## config.mk

```make
export PLATFORM = sky130hd
export DESIGN_NAME = serial_mult
export DESIGN_NICKNAME = d
export VERILOG_FILES = /design/src/rtl/mdu_pkg.sv /design/src/rtl/serial_mult.sv
export SDC_FILE = /design/constraint.sdc
export NUM_CORES = 1
export LEC_CHECK = 0
export ABC_AREA = 1
export BUFFER_PORTS_ARGS = -buffer_cell sky130_fd_sc_hd__buf_4
export CAP_MARGIN = 10
export CORE_MARGIN = 2
export CORE_UTILIZATION = 50
export CTS_CLUSTER_SIZE = 10
export DETAILED_ROUTE_END_ITERATION = 6
export PLACE_DENSITY = 0.72
export SLEW_MARGIN = 20
export SYNTH_ARGS = -nofsm -noshare
export SYNTH_HDL_FRONTEND = slang
export SYNTH_SLANG_ARGS = --single-unit
```

## constraint.sdc

```tcl
create_clock -name clk -period 2.4 [get_ports clk]
set_input_delay 0.12 -clock clk [delete_from_list [all_inputs] [get_ports clk]]
set_output_delay 0.12 -clock clk [all_outputs]
set_load 0.005 [all_outputs]
```

## src/rtl/mdu_pkg.sv

```systemverilog
// Shared multiply/divide unit definitions.
// Operand width and the multiplier state encoding.
package mdu_pkg;

  localparam int WIDTH = 32;

  typedef enum logic [1:0] {
    IDLE,
    BUSY,
    DONE
  } state_t;

endpackage

```

## src/rtl/serial_mult.sv

```systemverilog
// Radix-2 shift-add multiplier, signed or unsigned.
// Result is held with prodv until the next start or reset.
module serial_mult #(
  parameter int WIDTH = mdu_pkg::WIDTH
) (
  input  logic               clk,
  input  logic               rst,
  input  logic               mst,
  input  logic               msgn,
  input  logic [WIDTH-1:0]   a,
  input  logic [WIDTH-1:0]   b,
  output logic [2*WIDTH-1:0] prod,
  output logic               prodv
);
  import mdu_pkg::*;

  localparam int CW = $clog2(WIDTH) + 1;

  state_t             r_state;
  logic               r_sgn;
  logic               r_neg;
  logic [WIDTH-1:0]   r_mcand;
  logic [WIDTH-1:0]   r_mplr;
  logic [2*WIDTH:0]   r_acc;
  logic [CW-1:0]      r_cnt;

  logic [WIDTH-1:0]   w_mag_a;
  logic [WIDTH-1:0]   w_mag_b;
  logic               w_neg;
  logic [WIDTH:0]     w_hi;
  logic [2*WIDTH:0]   w_acc_nxt;
  logic [2*WIDTH-1:0] w_res;
  logic [2*WIDTH-1:0] w_prod;

  // Operand magnitudes; |min-int| wraps to itself, which is
  // the correct unsigned magnitude.
  always_comb begin
    w_mag_a = (msgn && a[WIDTH-1]) ? -a : a;
    w_mag_b = (msgn && b[WIDTH-1]) ? -b : b;
    w_neg   = msgn & (a[WIDTH-1] ^ b[WIDTH-1]);
  end

  // One shift-add step and the sign-corrected final product.
  always_comb begin
    w_hi = r_acc[2*WIDTH:WIDTH];
    if (r_mplr[0]) begin
      w_hi = r_acc[2*WIDTH:WIDTH] + {1'b0, r_mcand};
    end
    w_acc_nxt = {w_hi, r_acc[WIDTH-1:0]} >> 1;
    w_res     = w_acc_nxt[2*WIDTH-1:0];
    w_prod    = r_neg ? -w_res : w_res;
  end

  // Control FSM with registered product outputs.
  always_ff @(posedge clk) begin
    if (rst) begin
      r_state <= IDLE;
      r_sgn   <= 1'b0;
      r_neg   <= 1'b0;
      r_mcand <= '0;
      r_mplr  <= '0;
      r_acc   <= '0;
      r_cnt   <= '0;
      prod    <= '0;
      prodv   <= 1'b0;
    end else if (mst) begin
      r_state <= BUSY;
      r_sgn   <= msgn;
      r_neg   <= w_neg;
      r_mcand <= w_mag_a;
      r_mplr  <= w_mag_b;
      r_acc   <= '0;
      r_cnt   <= CW'(WIDTH);
      prodv   <= 1'b0;
    end else begin
      unique case (r_state)
        IDLE: begin
          r_state <= IDLE;
        end
        BUSY: begin
          r_acc  <= w_acc_nxt;
          r_mplr <= r_mplr >> 1;
          r_cnt  <= r_cnt - CW'(1);
          if (r_cnt == CW'(1)) begin
            prod    <= w_prod;
            prodv   <= 1'b1;
            r_state <= DONE;
          end
        end
        DONE: begin
          r_state <= DONE;
        end
        default: begin
          r_state <= IDLE;
        end
      endcase
    end
  end

endmodule

```

==> run metrics, run 1 <==
met2 Usage GRT=53.52%; Die Wd=169.7 microns; failing checks=negative setup slack; ant diodes=0; main flop type after synthesis=dfxtp_1; share of cells above drive strength 1=around 28%; Sink Count=201; Hold Crit Endpoint=r_mplr[15]; IO Pins=approximately 130; via count=15290; Num CTS Buffers=25; Port Buf Inserts=roughly 130; sequential area share after synthesis=29.29%; Power Density=513.3 nW/um^2; Fmax=363.5 MHz; Tmin final=2.751 ns; largest family of logic cells by synthesized area=simple AND/OR/NAND/NOR gates; unrepaired setup endpoints after global routing=yes; Total Power=9462 uW; Cell Area, Placed=16090 sq um; Post-synth EDFFs=0; first-pass GRT wire length=69.92 mm; Tightest Pin Transition=0.8821 ns; Comb power frac=25.6%; Pins Over Slew Limit=0; Yosys cell types=62; clock latency on the worst-skew pair=around 0.55 ns; FILL cells=approximately 2300; Via density=5.384; CTS tree=done; DP HPWL=31.47 mm; post-synthesis simple-gate area fraction=34.09%; routed len/inst=about 16 microns; total die area=28810 sq um; Hold Startpoint=b[15]; cell count after synthesis=2180; DRC errors left=0; met3 usage=3.708%; die height=169.7 microns; multiplexer share of the synthesized area=0%; Worst Path Arrival=about 3.2 ns; worst reg2reg endpoint=prod[61]; clock skew=between 0.01 and 0.015 ns; HP Class=in -> reg; Net Count, Synth=2287; TNS Setup=-4.225 ns; ys async rst share=0%; most used routing layer=met2; r2r startpoint=r_acc[32]; Compound-Gate Fraction of Synth Area=17.50%; hold depth=5; met1 usage=a little over a third; GP Congestion=0.9834; initial DRC count=between 1000 and 1500; P_int=around 6500 uW; max_slew headroom=41.19%; cell total after placement=between 2000 and 3000; Mapped Avg Cell Area=approximately 6.3 sq um; largest fanout on the critical path=5; Core Area=26950 sq um; Yosys top cell area share=29.29%; final instance area=between 15000 and 20000 sq um; DR pass1 iterations=5; post-synthesis cell area=13740 sq um; synth warn=0; Clock Path Buffers=3; vias in the first global route=14610; P_leak=0.008763 uW; Final #Nets=2596; R2R Setup Slk=-0.35 ns; synthesis-to-layout area growth=34.20%; Worst Setup End Kind=register; Yosys reg bits=201; final setup fails=26; category of the most critical setup path=reg -> reg; non-filler instance count after layout=2839; initial antenna violation count=0; Final Cycle Share=114.6%; Max VDD drop=480.6 uV; Fin Hold WS=0.009391 ns; Hold Fails Final Rpt=0; CTS H-Tree Depth=1; Max Cap Violations=0; gr usage total=29.69%; CP required=~2.9 ns; xor/xnor share of the synthesized area=4.017%; Psw=2973 uW; worst r2r path cells=24; Remaining Overflow, GRT=0; critical path launch point type=register; final WL=about 44 mm; Initial Util=50.97%; clock group share of total power=36.3%; Synth Area in Adders=under 10%; largest net degree at the start of global routing=92; Final WS setup=-0.3514 ns; sequential share of power=a little under two fifths; Root Driver=clkbuf_16; synth top area cells=dfxtp_1 29%, nand2_1 16%, inv_1 7.7%; outcome=finished with violations; clock slew at reported path FFs=0.06 ns; remaining antenna violation count after routing=0; Sw Ratio=31.42%; cell taking the most area after synthesis=dfxtp_1; row count=60
## synth_stat cells (all sizes together) (20+ instances only)
cell	number
a21oi	169
clkbuf	65
dfxtp	201
ha	38
inv	304
nand2	618
nand3	113
nor2	237
nor3	30
o211ai	20
o21ai	203
xnor2	22
xor2	41
## power groups by stage
stage | sequential [uW] | combinational (uW) | clock, uW
after floorplan | 3610 | 1300 | 0
after global placement | 3650 | 2020 | 0
after detailed placement | 3650 | 2050 | 0
after CTS | 3600 | 2220 | 3490
after global routing | 3620 | 2650 | 3630
final | 3610 | 2420 | 3430
## sequential cells by signal, indices dropped and copies added, names as in the netlist
name / flops
prod: 64
r_mcand: 32
r_state: 2
r_mplr: 32
prodv: 1
r_cnt: 6
r_neg: 1
r_acc: 63
## routing by layer
metal  vias up  share of wire (%)
met3       132                5.4
met4         0                4.3
li1       7622                  -
met1      7058                 41
met2       473                 49
met5         -                  0
## critical path: stages, from the launching register on
cell	delay, ns
dfxtp_2	0.33
ha_4	0.15
inv_2	0.05
fa_2	0.23
clkinv_4	0.09
nand3_4	0.08
nand2_4	0.07
buf_6	0.12
nand2_2	0.05
nand2_1	0.05
nand2_1	0.07
nand2_2	0.09
inv_2	0.11
buf_6	0.11
nand3_4	0.07
nor2_4	0.13
nand2_2	0.10
nor2_4	0.18
nand3_2	0.13
nand2_4	0.11
nand2_2	0.07
nand2_2	0.07
nand3_2	0.07
nand2_2	0.08
inv_2	0.03
## cell usage in the layout (no fill, tap or decap), types with 36 or more instances in the layout
cell type      instances
dlygate4sd3_1         38
nor2_1               171
buf_4                318
nand2_1              517
nand3_1               72
nor2_2                36
o21ai_0              178
a21oi_1              150
xor2_1                40
inv_1                268
dfxtp_1              167
nand2_2               86
## final cells by class
class                           count  area (sq um)  share of cell area (%)
Multi-Input combinational cell   1584          9126                   49.51
Sequential cell                   201          4071                   22.09
Timing Repair Buffer              368          2920                   15.84
Inverter                          309          1170                   6.347
Clock buffer                       33         685.7                   3.720
Tap cell                          341         426.7                   2.315
Clock inverter                      3         32.53                  0.1765
## worst max-delay path by stage
stage,start,to,slack (ns)
floorplan,r_acc[32],prod[59],-0.07
global placement,r_acc[48],prod[63],-0.28
detailed placement,r_acc[32],prod[57],-0.28
CTS,r_acc[32],prod[59],-0.15
global route,r_acc[32],prod[61],-0.48
finish,r_acc[32],prod[61],-0.35
## cells by family (layout without fill, tap and decap cells)
family,Yosys count,after routing
buffers and inverters,395,713
XOR/XNOR,63,63
flip-flops,201,201
AO/OA/AOI/OAI,439,439
AND/OR/NAND/NOR,1043,1043
adder cells (fa/ha/maj),39,39
## metrics by stage
step	setup slack, ns	utilization [%]
5_1_grt	-0.4832	68.39
2_1_floorplan	-0.06522	-
3_3_place_gp	-0.2826	59.69
4_1_cts	-0.1531	65.75
6_report	-0.3514	68.39
3_5_place_dp	-0.2819	59.69
## timing repair
action                                 4_1_cts  5_1_grt
pin swaps                                   23       42
endpoints found under the hold margin       42        0
gates resized for setup                    100      172
setup endpoints to repair                   24       47
hold buffers                                38        0
buffers inserted                            11       18
No activity file was read; power rests on OpenSTA's default activity.
==> run 2, diff against run 1 <==
Settings changed: ABC_AREA 1 to default, CORE_MARGIN 2 to default, PLACE_DENSITY 0.72 to 0.81.
==> run 2 against run 1 <==
The flow finishes with violations (design-rule violations, negative hold slack, negative setup slack). Register-to-register slack worse by 1.2 ns. Sequential cell count stayed put. Highest routed layer unchanged. Maximum frequency is 30% lower.
==> run metrics, run 2 <==
critical path launch point type=register; clock skew=between 0.01 and 0.015 ns; Yosys reg bits=201; failing checks=design-rule violations, negative hold slack, negative setup slack; initial antenna violation count=2; Tightest Pin Transition=0.7788 ns; post-synthesis cell area=12580 sq um; most frequent cells in the layout=420 x buf_4, 190 x dfxtp_1, 185 x nor2_1; Total Power=9030 uW; ys async rst share=0%; Initial Util=51.42%; Max Cap Violations=0; clock latency on the worst-skew pair=0.55 ns; Max VDD drop=403.5 uV; DRC errors left=4; Final Cycle Share=163.1%; max_slew headroom=47.95%; largest fanout on the critical path=4; Sink Count=201; worst r2r path cells=14; Port Buf Inserts=roughly 130; dpl ws=-1.486 ns; Hold Fails Final Rpt=1; Pins Over Slew Limit=0; worst reg2reg endpoint=prod[60]; final setup fails=67; Net Count, Synth=1663; Mapped Avg Cell Area=roughly 8 sq um; clock slew at reported path FFs=0.06 ns; Yosys cell types=89; Tmin final=3.914 ns; DP HPWL=27.81 mm; CTS tree=done; Final #Nets=2080; largest net degree at the start of global routing=132; Via density=6.134; non-filler instance count after layout=2306; GP Congestion=slightly above 0.9; r2r startpoint=r_acc[32]; sequential area share after synthesis=31.99%; Yosys top cell area share=31.99%; IO Pins=~130; gr usage total=32.10%; outcome=finished with violations; Power Density=495.7 nW/um^2; final WL=45.20 mm; Core Area=24460 sq um; P_leak=approximately 0.0074 uW; HP Class=in -> reg; die height=160.6 microns; FILL cells=1629; synth top area cells=dfxtp_1 32%, a211oi_1 8.5%, nor2_1 5.6%; Worst Setup End Kind=register; total die area=25800 sq um; DR pass1 iterations=7; Root Driver=clkbuf_16; Num CTS Buffers=25; R2R Setup Slk=-1.51 ns; unrepaired setup endpoints after global routing=yes; Worst Path Arrival=4.39 ns; vias in the first global route=13410; hold depth=4; main flop type after synthesis=dfxtp_1; row count=57; Final WS setup=-1.514 ns; Reg with most FFs=prod; Core Util, Final=74.48%; max reg flops=64; cell count after synthesis=1556; initial DRC count=1283; Fin Hold WS=-0.001385 ns; synth warn=0; synthesis-to-layout area growth=44.84%; Clock Path Buffers=3; CTS H-Tree Depth=1; Hold Crit Endpoint=r_mcand[0]; TNS Setup=-42.28 ns; Remaining Overflow, GRT=0; Regs by FF count=prod x64, r_acc x63; category of the most critical setup path=reg -> reg; first-pass GRT wire length=67.89 mm; share of cells above drive strength 1=33.08%; routed len/inst=approximately 20 microns; cell taking the most area after synthesis=dfxtp_1; most common cell after layout, fill and taps aside=buf_4; via count=14140; CP required=approximately 2.9 ns; count leader, synth=dfxtp_1; remaining antenna violation count after routing=0; Hold Startpoint=a[0]; cell total after placement=~2200; Commonest cells post-synth=201 x dfxtp_1, 189 x nor2_1, 142 x a211oi_1; Fmax=255.5 MHz; Post-synth EDFFs=0; Die Wd=160.6 microns
-- run 2: timing repair --
item,4_1_cts,5_1_grt
endpoints found under the setup margin,69,89
pin swaps,57,48
gates cloned,0,0
gates resized for setup,94,66
hold buffers,57,0
setup buffers,14,14
hold endpoints to repair,57,0
-- run 2: cell families after synthesis --
kind of cell    after synthesis  share of synthesized area, %
compound gates              461                         25.34
xor+xnor                    119                         8.286
fa+ha+maj                    39                         3.939
buf+inv                     138                         4.974
flops                       201                         31.99
mux                          58                         4.616
simple gates                540                         20.86
-- run 2: per-stage QoR --
stage | area (sq um) | hold slack (ns)
final | 18220 | -0.001385
after CTS | 17810 | 0.003027
after global routing | 18220 | 0.01829
after global placement | 16040 | 0.4253
after floorplan | 12890 | 0.2672
after detailed placement | 16040 | 0.4329
-- run 2: per-layer routing --
layer  track usage [%]  routed length [microns]
met1             40.48                    18540
met2             55.84                    21260
met3             4.158                     3238
met4             11.52                     2168
met5                 0                        0
-- run 2: report_power, final --
part	switching, uW	internal (uW)
clock network	1490	1970
registers	100	3450
logic	1070	954
total	2650	6380
-- run 2: worst max path at each step --
stage / from / end / slack, ns / cells after the start
final: r_acc[32] / prod[60] / -1.51 / 14
after global routing: r_acc[32] / prod[60] / -1.67 / 14
after CTS: r_acc[32] / prod[60] / -1.42 / 14
after detailed placement: r_acc[32] / prod[60] / -1.49 / 14
after global placement: r_acc[32] / prod[60] / -1.40 / 14
after floorplan: r_acc[32] / prod[60] / -1.41 / 14
-- run 2: cell type report --
class                      count  area, sq um  share of cell area, %
multi-input combinational   1217         8887                  48.78
clock buffer                  31        678.2                  3.722
tap                          324        405.4                  2.225
timing repair buffer         502         4073                  22.35
antenna                        2        5.005                0.02747
sequential                   201         4038                  22.16
clock inverter                 3        35.03                 0.1923
inverter                      26        97.59                 0.5357
-- run 2: critical path: stages (launching register included) --
cell and delay, ns:
dfxtp_2 0.36, ha_4 0.14, inv_2 0.04, fa_2 0.35, nand2b_4 0.17, a211oi_4 0.31
nor3_2 0.06, o32a_1 0.36, or4b_4 0.50, or3_4 0.39, or3_4 0.37, nor4_4 0.13
nand3_1 0.14, or4_1 0.41, a31oi_1 0.13
==> run 3, diff against run 2 <==
Settings changed: ABC_AREA from default to 1, PLACE_DENSITY 0.81 to default, PLACE_DENSITY_LB_ADDON from default to 0.12.
Clock period 2.4 ns to 4.5 ns, I/O delays scaled along.
==> run 3 against run 2 <==
The run now ends clean. Sequential share of layout area rose by 3.7 points. Via count fell by 1.3%. Clock power fell by 49%. Count of clock-buffer cells in the layout did not move.
==> run metrics, run 3 (synthesized netlist as in run 1, its figures left out) <==
gr usage total=29.12%; Post-CTS Resized=0; Hold Fails Final Rpt=0; R2R Setup Slk=between 1 and 1.5 ns; Hold Startpoint=a[25]; Hold-fix buffers, CTS=3; die height=167.7 microns; HP Class=in -> reg; Worst Path Arrival=3.47 ns; Reg with most FFs=prod; r2r startpoint=r_acc[32]; Final Cycle Share=67.93%; via count=13950; clock latency on the worst-skew pair=~0.53 ns; TNS Setup=0 ns; DRC errors left=0; Core Area=26950 sq um; Fmax=327.1 MHz; total die area=between 20000 and 30000 sq um; largest net degree at the start of global routing=92; Regs by FF count=prod x64, r_acc x63; non-filler instance count after layout=2612; most common cell after layout, fill and taps aside=nand2_1; final setup fails=0; critical path launch point type=register; Tmin final=3.057 ns; Num CTS Buffers=24; Final #Nets=2373; Fin Hold WS=0.02428 ns; category of the most critical setup path=reg -> reg; Clock Path Buffers=3; IO Pins=133; max reg flops=64; initial antenna violation count=0; post-CTS setup buffer count=0; routed len/inst=15.59 microns; GP Congestion=0.9382; most frequent cells in the layout=580 x nand2_1, 278 x inv_1, 202 x nor2_1; Tightest Pin Transition=0.8722 ns; DR pass1 iterations=5; share of cells above drive strength 1=between 10% and 20%; vias in the first global route=around 13000; FILL cells=2713; CTS tree=done; DP HPWL=between 30 and 40 mm; cell total after placement=approximately 2600; remaining antenna violation count after routing=0; clock slew at reported path FFs=0.06 ns; Pins Over Slew Limit=0; synthesis-to-layout area growth=13.19%; ant diodes=0; largest fanout on the critical path=5; initial DRC count=1025; CP required=4.91 ns; final WL=about 41 mm; first-pass GRT wire length=66.20 mm; Die Wd=167.7 microns; Max Cap Violations=0; Via density=about 5.3; Max VDD drop=approximately 250 uV; CP startpoint=r_acc[32]; clock skew=about 0.015 ns; Port Buf Inserts=132; Initial Util=about half; Worst Setup End Kind=register; row count=60; outcome=finished clean; CTS H-Tree Depth=1; Root Driver=clkbuf_16; max_slew headroom=41.85%; Sink Count=201; Power Density=roughly 300 nW/um^2; unrepaired setup endpoints after global routing=no; P_leak=~0.0075 uW; Remaining Overflow, GRT=0
[run 3: cell types whose count changed in the layout (fill, tap and decap cells not counted), moves of 93 or more]
cell,delta
a21oi_1,+93
o21ai_0,+135
nand2_1,+463
buf_4,-277
a211oi_1,-133
inv_1,+254
[run 3: cell type report]
cell class,count,area [sq um],share of cell area (%)
Multi-Input combinational cell,1584,8150,52.42
Timing Repair Buffer,146,1104,7.098
Tap cell,341,426.7,2.744
Sequential cell,201,4024,25.88
Inverter,309,1165,7.492
Clock buffer,31,678.2,4.362
[run 3: worst paths after layout]
| check | to | cells after the start |
|---|---|---|
| hold reg to reg | r_mplr[2] | 2 |
| hold / removal | r_mcand[25] | 3 |
| setup / recovery | prod[59] | 21 |
| setup reg to reg | prod[59] | 21 |
[run 3: per-layer routing]
| layer | track usage, % | wire length, microns | part of all wire [%] | vias up |
|---|---|---|---|---|
| met2 | 48.59 | 18310 | 45 | 379 |
| li1 | - | - | - | 7165 |
| met3 | 2.883 | 2000 | 4.9 | 73 |
| met5 | 0 | 0 | 0 | - |
| met1 | 39.31 | 19160 | 47 | 6337 |
| met4 | 9.493 | 1249 | 3.1 | 0 |
[run 3: report_power, final]
| group | internal [uW] | switching, uW | total (uW) | leakage [uW] |
|---|---|---|---|---|
| Sequential | 1850 | 66.2 | 1920 | 0.00164 |
| Clock | 1030 | 733 | 1760 | 0.000333 |
| Combinational | 321 | 634 | 955 | 0.00555 |
| Total | 3210 | 1430 | 4640 | 0.00752 |
[run 3: worst max-delay path, cell delays in order (launching register included)]
cell and delay (ns):
dfxtp_1 0.34, ha_1 0.26, inv_1 0.08, fa_1 0.39, inv_1 0.13, nand2_1 0.06, nand3_1 0.07, o21ai_1 0.12
inv_1 0.12, nand3_1 0.15, nor2_2 0.16, nand3_2 0.10, nor2_2 0.14, nand2_1 0.13, nor2_4 0.14, nand3_2 0.12
nand2_2 0.12, nand2_1 0.07, nand2_1 0.06, nand3_1 0.06, nand2_1 0.09, inv_1 0.04
[run 3: stage by stage]
step / util, % / setup slack [ns] / cell area, sq um / total power [uW]
after CTS: 57.69 / 1.465 / 15550 / 4665
after floorplan: - / 1.980 / 13740 / 2615
after detailed placement: 55.06 / 1.519 / 14840 / 2897
after global placement: 55.06 / 1.588 / 14840 / 2885
final: 57.69 / 1.443 / 15550 / 4639
after global routing: 57.69 / 1.102 / 15550 / 4855
